--- src/rtl/rc_seq_pkg.sv ---
// -----------------------------------------------------------------------------
// rc_seq_pkg
// Shared definitions for the RC step sequencer slice:
//   - default parameter values (level/sample width, table depth, hold width)
//   - sequencer state encoding
//   - segment-table entry layout {level, hold} at the default widths
// -----------------------------------------------------------------------------
package rc_seq_pkg;

  localparam int DEF_WIDTH  = 18;
  localparam int DEF_DEPTH  = 8;
  localparam int DEF_HOLD_W = 16;

  typedef enum logic [1:0] {
    ST_IDLE = 2'd0,
    ST_RUN  = 2'd1,
    ST_DONE = 2'd2
  } seq_state_t;

  // One segment: drive `level` into the model for `hold` cycles (0 acts as 1).
  typedef struct packed {
    logic signed [DEF_WIDTH-1:0] level;
    logic [DEF_HOLD_W-1:0]       hold;
  } seg_entry_t;

endpackage

--- src/rtl/rc_step_sequencer_if.sv ---
// -----------------------------------------------------------------------------
// rc_step_sequencer_if
// Bundles every non-clock signal of the RC step sequencer.
//   master : controller side (table config, run control, model output)
//   slave  : sequencer side
// Signals:
//   cfg_we/cfg_addr/cfg_level/cfg_hold : segment-table write port
//   num_seg, loop_en, start, stop      : run control
//   v_out_fx                           : model output (fixed point)
//   v_in_fx, model_en                  : model drive
//   busy, seg_idx                      : run status
//   sample_valid, sample_data, done    : per-segment sample / completion
// -----------------------------------------------------------------------------
interface rc_step_sequencer_if #(
  parameter int WIDTH  = 18,
  parameter int DEPTH  = 8,
  parameter int HOLD_W = 16
);
  localparam int AW = $clog2(DEPTH);

  logic                    cfg_we;
  logic [AW-1:0]           cfg_addr;
  logic signed [WIDTH-1:0] cfg_level;
  logic [HOLD_W-1:0]       cfg_hold;
  logic [AW:0]             num_seg;
  logic                    loop_en;
  logic                    start;
  logic                    stop;
  logic signed [WIDTH-1:0] v_out_fx;
  logic signed [WIDTH-1:0] v_in_fx;
  logic                    model_en;
  logic                    busy;
  logic [AW-1:0]           seg_idx;
  logic                    sample_valid;
  logic signed [WIDTH-1:0] sample_data;
  logic                    done;

  modport master (
    output cfg_we, cfg_addr, cfg_level, cfg_hold,
    output num_seg, loop_en, start, stop, v_out_fx,
    input  v_in_fx, model_en, busy, seg_idx, sample_valid, sample_data, done
  );

  modport slave (
    input  cfg_we, cfg_addr, cfg_level, cfg_hold,
    input  num_seg, loop_en, start, stop, v_out_fx,
    output v_in_fx, model_en, busy, seg_idx, sample_valid, sample_data, done
  );

endinterface

--- src/rtl/rc_seq_table.sv ---
// -----------------------------------------------------------------------------
// rc_seq_table
// DEPTH-entry segment register file, one synchronous write port and one
// combinational read port. Reset clears every entry to level 0, hold 0.
// Ports:
//   clk, rst           : clock, asynchronous active-low reset
//   we_i, waddr_i      : write strobe / address
//   wlevel_i, whold_i  : data written
//   raddr_i            : read address
//   rlevel_o, rhold_o  : entry at raddr_i
// -----------------------------------------------------------------------------
module rc_seq_table #(
  parameter int WIDTH  = 18,
  parameter int DEPTH  = 8,
  parameter int HOLD_W = 16
) (
  input  logic                         clk,
  input  logic                         rst,
  input  logic                         we_i,
  input  logic [$clog2(DEPTH)-1:0]     waddr_i,
  input  logic signed [WIDTH-1:0]      wlevel_i,
  input  logic [HOLD_W-1:0]            whold_i,
  input  logic [$clog2(DEPTH)-1:0]     raddr_i,
  output logic signed [WIDTH-1:0]      rlevel_o,
  output logic [HOLD_W-1:0]            rhold_o
);

  logic signed [WIDTH-1:0] level_q [DEPTH];
  logic [HOLD_W-1:0]       hold_q  [DEPTH];

  always_ff @(posedge clk or negedge rst) begin
    if (!rst) begin
      for (int unsigned i = 0; i < DEPTH; i++) begin
        level_q[i] <= '0;
        hold_q[i]  <= '0;
      end
    end else if (we_i) begin
      level_q[waddr_i] <= wlevel_i;
      hold_q[waddr_i]  <= whold_i;
    end
  end

  assign rlevel_o = level_q[raddr_i];
  assign rhold_o  = hold_q[raddr_i];

endmodule

--- src/rtl/rc_step_sequencer.sv ---
// -----------------------------------------------------------------------------
// rc_step_sequencer
// Plays a table of {level, hold} segments into an RC-circuit emulator: each
// segment drives v_in_fx for `hold` cycles with the emulator enabled, and the
// emulator output is sampled on the last cycle of every segment. Runs once
// (ending with a one-cycle done pulse) or loops until stopped.
// Ports:
//   clk  : clock, all state on rising edge
//   rst  : asynchronous active-low reset
//   bus  : rc_step_sequencer_if.slave (config, control, model I/O, status)
// -----------------------------------------------------------------------------
module rc_step_sequencer
  import rc_seq_pkg::*;
#(
  parameter int WIDTH  = DEF_WIDTH,
  parameter int DEPTH  = DEF_DEPTH,
  parameter int HOLD_W = DEF_HOLD_W
) (
  input  logic                 clk,
  input  logic                 rst,
  rc_step_sequencer_if.slave   bus
);

  localparam int AW = $clog2(DEPTH);
  localparam int NW = AW + 1;

  seq_state_t              state_q;
  logic [AW-1:0]           seg_q;
  logic [HOLD_W-1:0]       cnt_q;
  logic signed [WIDTH-1:0] v_in_q;
  logic signed [WIDTH-1:0] sample_q;
  logic                    busy_q;
  logic                    model_en_q;
  logic                    sample_valid_q;
  logic                    done_q;
  logic [NW-1:0]           nseg_q;
  logic                    loop_q;

  logic                    last_seg;
  logic [AW-1:0]           rd_addr_d;
  logic signed [WIDTH-1:0] rd_level;
  logic [HOLD_W-1:0]       rd_hold;
  logic [HOLD_W-1:0]       rd_hold_eff;
  logic                    start_ok;
  logic                    tbl_we;

  // The single read port always points at the segment that would be loaded
  // next: entry 0 when idle or on wrap, otherwise seg_q+1. That lets start,
  // advance and loop-wrap share one combinational read.
  always_comb begin
    last_seg  = ({1'b0, seg_q} == (nseg_q - NW'(1)));
    rd_addr_d = '0;
    if (state_q == ST_RUN && !last_seg) begin
      rd_addr_d = seg_q + AW'(1);
    end
  end

  assign rd_hold_eff = (rd_hold == '0) ? HOLD_W'(1) : rd_hold;

  assign start_ok = bus.start && !bus.stop &&
                    (bus.num_seg != '0) && (bus.num_seg <= NW'(DEPTH));

  assign tbl_we = bus.cfg_we && (state_q == ST_IDLE);

  rc_seq_table #(
    .WIDTH  (WIDTH),
    .DEPTH  (DEPTH),
    .HOLD_W (HOLD_W)
  ) u_table (
    .clk      (clk),
    .rst      (rst),
    .we_i     (tbl_we),
    .waddr_i  (bus.cfg_addr),
    .wlevel_i (bus.cfg_level),
    .whold_i  (bus.cfg_hold),
    .raddr_i  (rd_addr_d),
    .rlevel_o (rd_level),
    .rhold_o  (rd_hold)
  );

  always_ff @(posedge clk or negedge rst) begin
    if (!rst) begin
      state_q        <= ST_IDLE;
      seg_q          <= '0;
      cnt_q          <= '0;
      v_in_q         <= '0;
      sample_q       <= '0;
      busy_q         <= 1'b0;
      model_en_q     <= 1'b0;
      sample_valid_q <= 1'b0;
      done_q         <= 1'b0;
      nseg_q         <= '0;
      loop_q         <= 1'b0;
    end else begin
      sample_valid_q <= 1'b0;
      done_q         <= 1'b0;
      case (state_q)
        ST_IDLE: begin
          if (start_ok) begin
            state_q    <= ST_RUN;
            seg_q      <= '0;
            v_in_q     <= rd_level;
            cnt_q      <= rd_hold_eff;
            nseg_q     <= bus.num_seg;
            loop_q     <= bus.loop_en;
            busy_q     <= 1'b1;
            model_en_q <= 1'b1;
          end
        end

        ST_RUN: begin
          if (bus.stop) begin
            state_q    <= ST_IDLE;
            seg_q      <= '0;
            cnt_q      <= '0;
            v_in_q     <= '0;
            busy_q     <= 1'b0;
            model_en_q <= 1'b0;
          end else if (cnt_q <= HOLD_W'(1)) begin
            sample_valid_q <= 1'b1;
            sample_q       <= bus.v_out_fx;
            if (!last_seg) begin
              seg_q  <= seg_q + AW'(1);
              v_in_q <= rd_level;
              cnt_q  <= rd_hold_eff;
            end else if (loop_q) begin
              seg_q  <= '0;
              v_in_q <= rd_level;
              cnt_q  <= rd_hold_eff;
            end else begin
              state_q    <= ST_DONE;
              cnt_q      <= '0;
              busy_q     <= 1'b0;
              model_en_q <= 1'b0;
              done_q     <= 1'b1;
            end
          end else begin
            cnt_q <= cnt_q - HOLD_W'(1);
          end
        end

        ST_DONE: begin
          state_q <= ST_IDLE;
          if (bus.stop) begin
            seg_q  <= '0;
            v_in_q <= '0;
          end
        end

        default: state_q <= ST_IDLE;
      endcase
    end
  end

  assign bus.v_in_fx      = v_in_q;
  assign bus.model_en     = model_en_q;
  assign bus.busy         = busy_q;
  assign bus.seg_idx      = seg_q;
  assign bus.sample_valid = sample_valid_q;
  assign bus.sample_data  = sample_q;
  assign bus.done         = done_q;

endmodule

--- src/flat_wrapper.sv ---
// flat-port wrapper written by rule: the top's interface ports become plain ports
module rc_step_sequencer_flat import rc_seq_pkg::*;
#(
  parameter int WIDTH  = DEF_WIDTH,
  parameter int DEPTH  = DEF_DEPTH,
  parameter int HOLD_W = DEF_HOLD_W
)
  (clk, rst, bus_cfg_we, bus_cfg_addr, bus_cfg_level, bus_cfg_hold, bus_num_seg, bus_loop_en, bus_start, bus_stop, bus_v_out_fx, bus_v_in_fx, bus_model_en, bus_busy, bus_seg_idx, bus_sample_valid, bus_sample_data, bus_done);
  rc_step_sequencer_if #(.WIDTH(WIDTH), .DEPTH(DEPTH), .HOLD_W(HOLD_W)) bus_i ();
  input  logic clk;
  input  logic rst;
  input wire logic [$bits(bus_i.cfg_we)-1:0] bus_cfg_we;
  input wire logic [$bits(bus_i.cfg_addr)-1:0] bus_cfg_addr;
  input wire logic [$bits(bus_i.cfg_level)-1:0] bus_cfg_level;
  input wire logic [$bits(bus_i.cfg_hold)-1:0] bus_cfg_hold;
  input wire logic [$bits(bus_i.num_seg)-1:0] bus_num_seg;
  input wire logic [$bits(bus_i.loop_en)-1:0] bus_loop_en;
  input wire logic [$bits(bus_i.start)-1:0] bus_start;
  input wire logic [$bits(bus_i.stop)-1:0] bus_stop;
  input wire logic [$bits(bus_i.v_out_fx)-1:0] bus_v_out_fx;
  output wire logic [$bits(bus_i.v_in_fx)-1:0] bus_v_in_fx;
  output wire logic [$bits(bus_i.model_en)-1:0] bus_model_en;
  output wire logic [$bits(bus_i.busy)-1:0] bus_busy;
  output wire logic [$bits(bus_i.seg_idx)-1:0] bus_seg_idx;
  output wire logic [$bits(bus_i.sample_valid)-1:0] bus_sample_valid;
  output wire logic [$bits(bus_i.sample_data)-1:0] bus_sample_data;
  output wire logic [$bits(bus_i.done)-1:0] bus_done;
  assign bus_i.cfg_we = bus_cfg_we;
  assign bus_i.cfg_addr = bus_cfg_addr;
  assign bus_i.cfg_level = bus_cfg_level;
  assign bus_i.cfg_hold = bus_cfg_hold;
  assign bus_i.num_seg = bus_num_seg;
  assign bus_i.loop_en = bus_loop_en;
  assign bus_i.start = bus_start;
  assign bus_i.stop = bus_stop;
  assign bus_i.v_out_fx = bus_v_out_fx;
  assign bus_v_in_fx = bus_i.v_in_fx;
  assign bus_model_en = bus_i.model_en;
  assign bus_busy = bus_i.busy;
  assign bus_seg_idx = bus_i.seg_idx;
  assign bus_sample_valid = bus_i.sample_valid;
  assign bus_sample_data = bus_i.sample_data;
  assign bus_done = bus_i.done;
  rc_step_sequencer #(.WIDTH(WIDTH), .DEPTH(DEPTH), .HOLD_W(HOLD_W)) u_core (.clk(clk), .rst(rst), .bus(bus_i));
endmodule
--- config.mk ---
export PLATFORM = sky130hd
export DESIGN_NAME = rc_step_sequencer_flat
export DESIGN_NICKNAME = d
export VERILOG_FILES = /design/src/rtl/rc_seq_pkg.sv /design/src/rtl/rc_step_sequencer_if.sv /design/src/rtl/rc_seq_table.sv /design/src/rtl/rc_step_sequencer.sv /design/src/flat_wrapper.sv
export SDC_FILE = /design/constraint.sdc
export NUM_CORES = 1
export LEC_CHECK = 0
export ABC_AREA = 1
export CAP_MARGIN = 15
export CORE_MARGIN = 4
export CORE_UTILIZATION = 45
export CTS_CLUSTER_DIAMETER = 50
export CTS_CLUSTER_SIZE = 12
export DETAILED_ROUTE_END_ITERATION = 10
export GPL_ROUTABILITY_DRIVEN = 0
export GPL_TIMING_DRIVEN = 0
export PLACE_DENSITY = 0.74
export REMOVE_ABC_BUFFERS = 1
export SYNTH_ARGS = -nofsm -noshare
export SYNTH_HDL_FRONTEND = slang
export SYNTH_HIERARCHICAL = 1
export SYNTH_SLANG_ARGS = --single-unit
--- constraint.sdc ---
create_clock -name clk -period 4.35 [get_ports clk]
set_clock_uncertainty 0.1 [all_clocks]
set_input_delay 0.6525 -clock clk [delete_from_list [all_inputs] [get_ports clk]]
set_output_delay 0.6525 -clock clk [all_outputs]
set_load 0.01 [all_outputs]
==> impl_results.rst <==
.. list-table::
   :header-rows: 1

   * - Metric
     - Value
   * - Placed instance count
     - 2888
   * - Number of buffers created by CTS
     - 40
   * - Post-route DRC
     - 0
   * - Register cell area after layout
     - ~8400 um2
   * - Combined area of the multi-input logic cells
     - 6740 um2
   * - Ys async rst share
     - 100%
   * - Number of buffer cells added on primary ports
     - approximately 110
   * - First-pass GRT wire length
     - 74.0 mm
   * - Layout area overhead
     - 17.7%
   * - Number of flops mapped to enable cells by yosys
     - 0
   * - Initial antenna violation count
     - 0
   * - Post-CTS setup buffer count
     - 0
   * - Vias
     - 15000
   * - Worst hold-check path type
     - input pin to async pin
   * - Critical path endpoint
     - u_core/cnt_q[0]
   * - Relative slew margins
     - 24.7%
   * - Share of the clock period used by the worst path
     - 92.2%
   * - Clock tree root driver cell
     - clkbuf_16
   * - Start-to-end type of the worst setup path
     - flop to flop
   * - Arrival time of the worst setup path
     - 4.36 ns
   * - Post-detailed-route count of antenna-violating nets
     - 0
   * - IR Drop Worst-Case VDD
     - between 0.0003 and 0.0004 V
   * - Status
     - finished, final reports clean
   * - Seq/Total Area, Yosys
     - 49.4%
   * - Logic depth of the worst setup path including buffers
     - 23
   * - Maximum fanout along the worst path
     - 52
   * - Number of search-and-repair iterations in the first detailed-routing pass
     - 5
   * - # nets final
     - 2494
   * - Count of cell types in the netlist
     - 34
   * - Clock latency of the later-clocked register in the worst-skew pair
     - 0.53 ns
   * - CORE AREA
     - 37600 um2
   * - Commonest cells after routing, fill and taps aside
     - nand2_1, inv_1, dfrtp_1, o21ai_0, nand3_1
   * - Crit path max-delay family
     - simple AND/OR/NAND/NOR gates
   * - Count of routing violations after the opening detailed-route iteration
     - 1391
   * - Clock tree from TritonCTS
     - built
   * - Dominant register cell in the synthesized netlist
     - dfrtp_1
   * - Antenna Cells
     - 0
   * - Netlist area before placement
     - 17100 um2
   * - Syn avg cell area
     - 7.19 um2
   * - Deepest clock path buffer count
     - 3
   * - Largest net degree at the start of global routing
     - 119
   * - Sinks on the clock net
     - 337
   * - Total power per unit cell area
     - 771 nW/um2
   * - Gate Count Post-Synth
     - ~2400
   * - Die width
     - ~200 um
   * - Final hold viol count
     - 0
   * - Launch point of the critical path
     - u_core/nseg_q[0]
   * - Leakage
     - 0.0105 uW
   * - Via count of the first global-routing pass
     - about 15000
   * - Fraction of the core area covered by cells at the end of the flow
     - 53.5%
   * - Final count of pins violating max slew
     - 0
   * - Buf+Inv Stages, Crit Path
     - 6
   * - Count of placed standard cells in the final layout, fillers left out
     - 2957
   * - Unrepaired setup endpoints after global routing
     - false
   * - Total Routed Length
     - around 45 mm
   * - Number of setup violations in the final report
     - 0
   * - Flip-flop and latch count after synthesis
     - 337
   * - Starting Density
     - 45.4%
   * - Most frequent cell on the critical path
     - nand2_1
   * - Clk slew on worst S/H paths
     - 0.06 ns
   * - Filler Cell Count
     - 3478
   * - Worst Path Required
     - 4.70 ns
   * - Fin crit period
     - ~4 ns
   * - Total of max-cap violations
     - 0
   * - Area enclosed by the die boundary
     - 41100 um2
   * - Height of the die
     - 203 um
   * - I/O Pins
     - 108
   * - Largest stage delay on the critical path
     - approximately 0.47 ns
   * - Critical-path cell list
     - inv_2 > ha_1 > inv_1 > nand2_1 > nand2_1 > nor2_2 > nand3_1 > nand2_2 > nor2_4 > buf_12 > buf_12 > inv_6 > buf_16 > nand2_1 > nand3_1 > nand2_1 > nand2_1 > nand2_1 > nor4_1 > nand3b_1 > nand2_1 > nand2_1 > a21oi_1
   * - Crit. End Element
     - flop
   * - Total non-filler cell area in the finished layout
     - 20100 um2
   * - Total Routing Usage GR
     - 21.5%
   * - Placed standard-cell area
     - 18800 um2
   * - Synth warn
     - 6
   * - Depth of the worst register-to-register path
     - 23
   * - Actual transition at the worst max-transition pin
     - 1.13 ns
   * - # rows
     - 71
   * - Deepest level of the CTS H-tree
     - 2
   * - Max stage delay cell, worst path
     - nor4_1
   * - Reg2reg end
     - u_core/cnt_q[0]
   * - Ratio of cells with drive above 1 in the final layout
     - 5.52%
   * - Fmax
     - 249 MHz
   * - Setup crit start kind
     - flop
   * - Most common library cell in the layout ignoring fill and taps
     - nand2_1
   * - Worst R2R Start
     - u_core/nseg_q[0]
   * - Via-to-Cell Ratio
     - 5.06
   * - Detail Placement HPWL
     - 26.6 mm
   * - Global route overflow
     - 0
   * - Detail-routed net length per standard cell
     - 15.2 um
   * - Worst reg-to-reg setup slack
     - 0.34 ns
state kept, by name, summed over array words and instances, names as in the netlist:
register                 flops
u_core/u_table/level_q     144
u_core/u_table/hold_q      128
u_core/bus.sample_data      18
u_core/bus.v_in_fx          18
u_core/cnt_q                16
u_core/nseg_q                4
u_core/bus.seg_idx           3
u_core/state_q               2
u_core/bus.done              1
u_core/bus.model_en          1
u_core/bus.sample_valid      1
u_core/loop_q                1
repair_timing:
action,CTS,global route
hold buffers,0,0
endpoints found under the setup margin,0,1
gates resized for setup,0,1
how the worst min path moves through the flow:
stage / startpoint / endpoint / slack [ns]
floorplan: rst / u_core/bus.done / 0.26
global placement: u_core/bus.sample_data[2] / u_core/bus.sample_data[2] / 0.35
detailed placement: u_core/bus.sample_data[13] / u_core/bus.sample_data[13] / 0.36
CTS: rst / u_core/u_table/hold_q[8] / 0.16
global route: rst / u_core/u_table/hold_q[8] / 0.21
finish: rst / u_core/u_table/hold_q[8] / 0.12
per-stage QoR:
step / power, uW / hold WS (ns) / TNS, ns / setup slack, ns
after floorplan: 9800 / 0.257 / -153.56 / -4.68
after global placement: 10500 / 0.354 / -4525.18 / -12.32
after detailed placement: 12100 / 0.360 / 0 / 0.192
after CTS: 15400 / 0.163 / 0 / 0.173
after global routing: 16900 / 0.207 / 0 / 0.0251
final: 15500 / 0.121 / 0 / 0.338
routing by layer:
metal  up-vias  global-route usage, %  share of wire [%]
li1       7322                      -                  -
met4         0                   6.13                2.4
met5         -                      0                  0
met1      7087                   29.9                 45
met2       485                   35.1                 46
met3        80                   3.64                6.7
synth_stat cells (5+ instances only):
cell,n,area share (%)
clkbuf_1,64,1.4
inv_2,7,0.15
buf_4,5,0.22
o21ai_0,284,8.3
nor2_4,5,0.33
buf_1,10,0.22
buf_2,42,1.2
dfrtp_1,337,49
nand3_1,169,5.0
a21oi_1,36,1.1
nand2_1,918,20
nand3_2,10,0.59
ha_1,7,0.51
inv_1,364,8.0
nor2_1,78,1.7
final cells by class:
type,count,share of cell area [%]
flip-flops and latches,337,42.0
multi-input cells,1540,33.5
repair buffers,131,8.04
inverters,372,6.99
clock buffers,52,5.62
well taps,511,3.18
clock inverters,14,0.673
logic make-up (layout without fill, tap and decap cells):
family / after synthesis / count (layout) / synth area share (%)
buffers and inverters: 496 / 569 / 11.5
DFF: 337 / 337 / 49.4
AOI/OAI and AO/OA: 327 / 327 / 9.67
and+or+nand+nor: 1202 / 1203 / 28.7
adders and majority gates: 7 / 7 / 0.513
xor gates and xnor gates: 3 / 3 / 0.154
where the power goes:
part / switching, uW / internal (uW) / total (uW)
clock network: 1320 / 1890 / 3210
logic: 4370 / 2500 / 6870
registers: 799 / 4610 / 5410
Power figures use the tool's default switching activity.
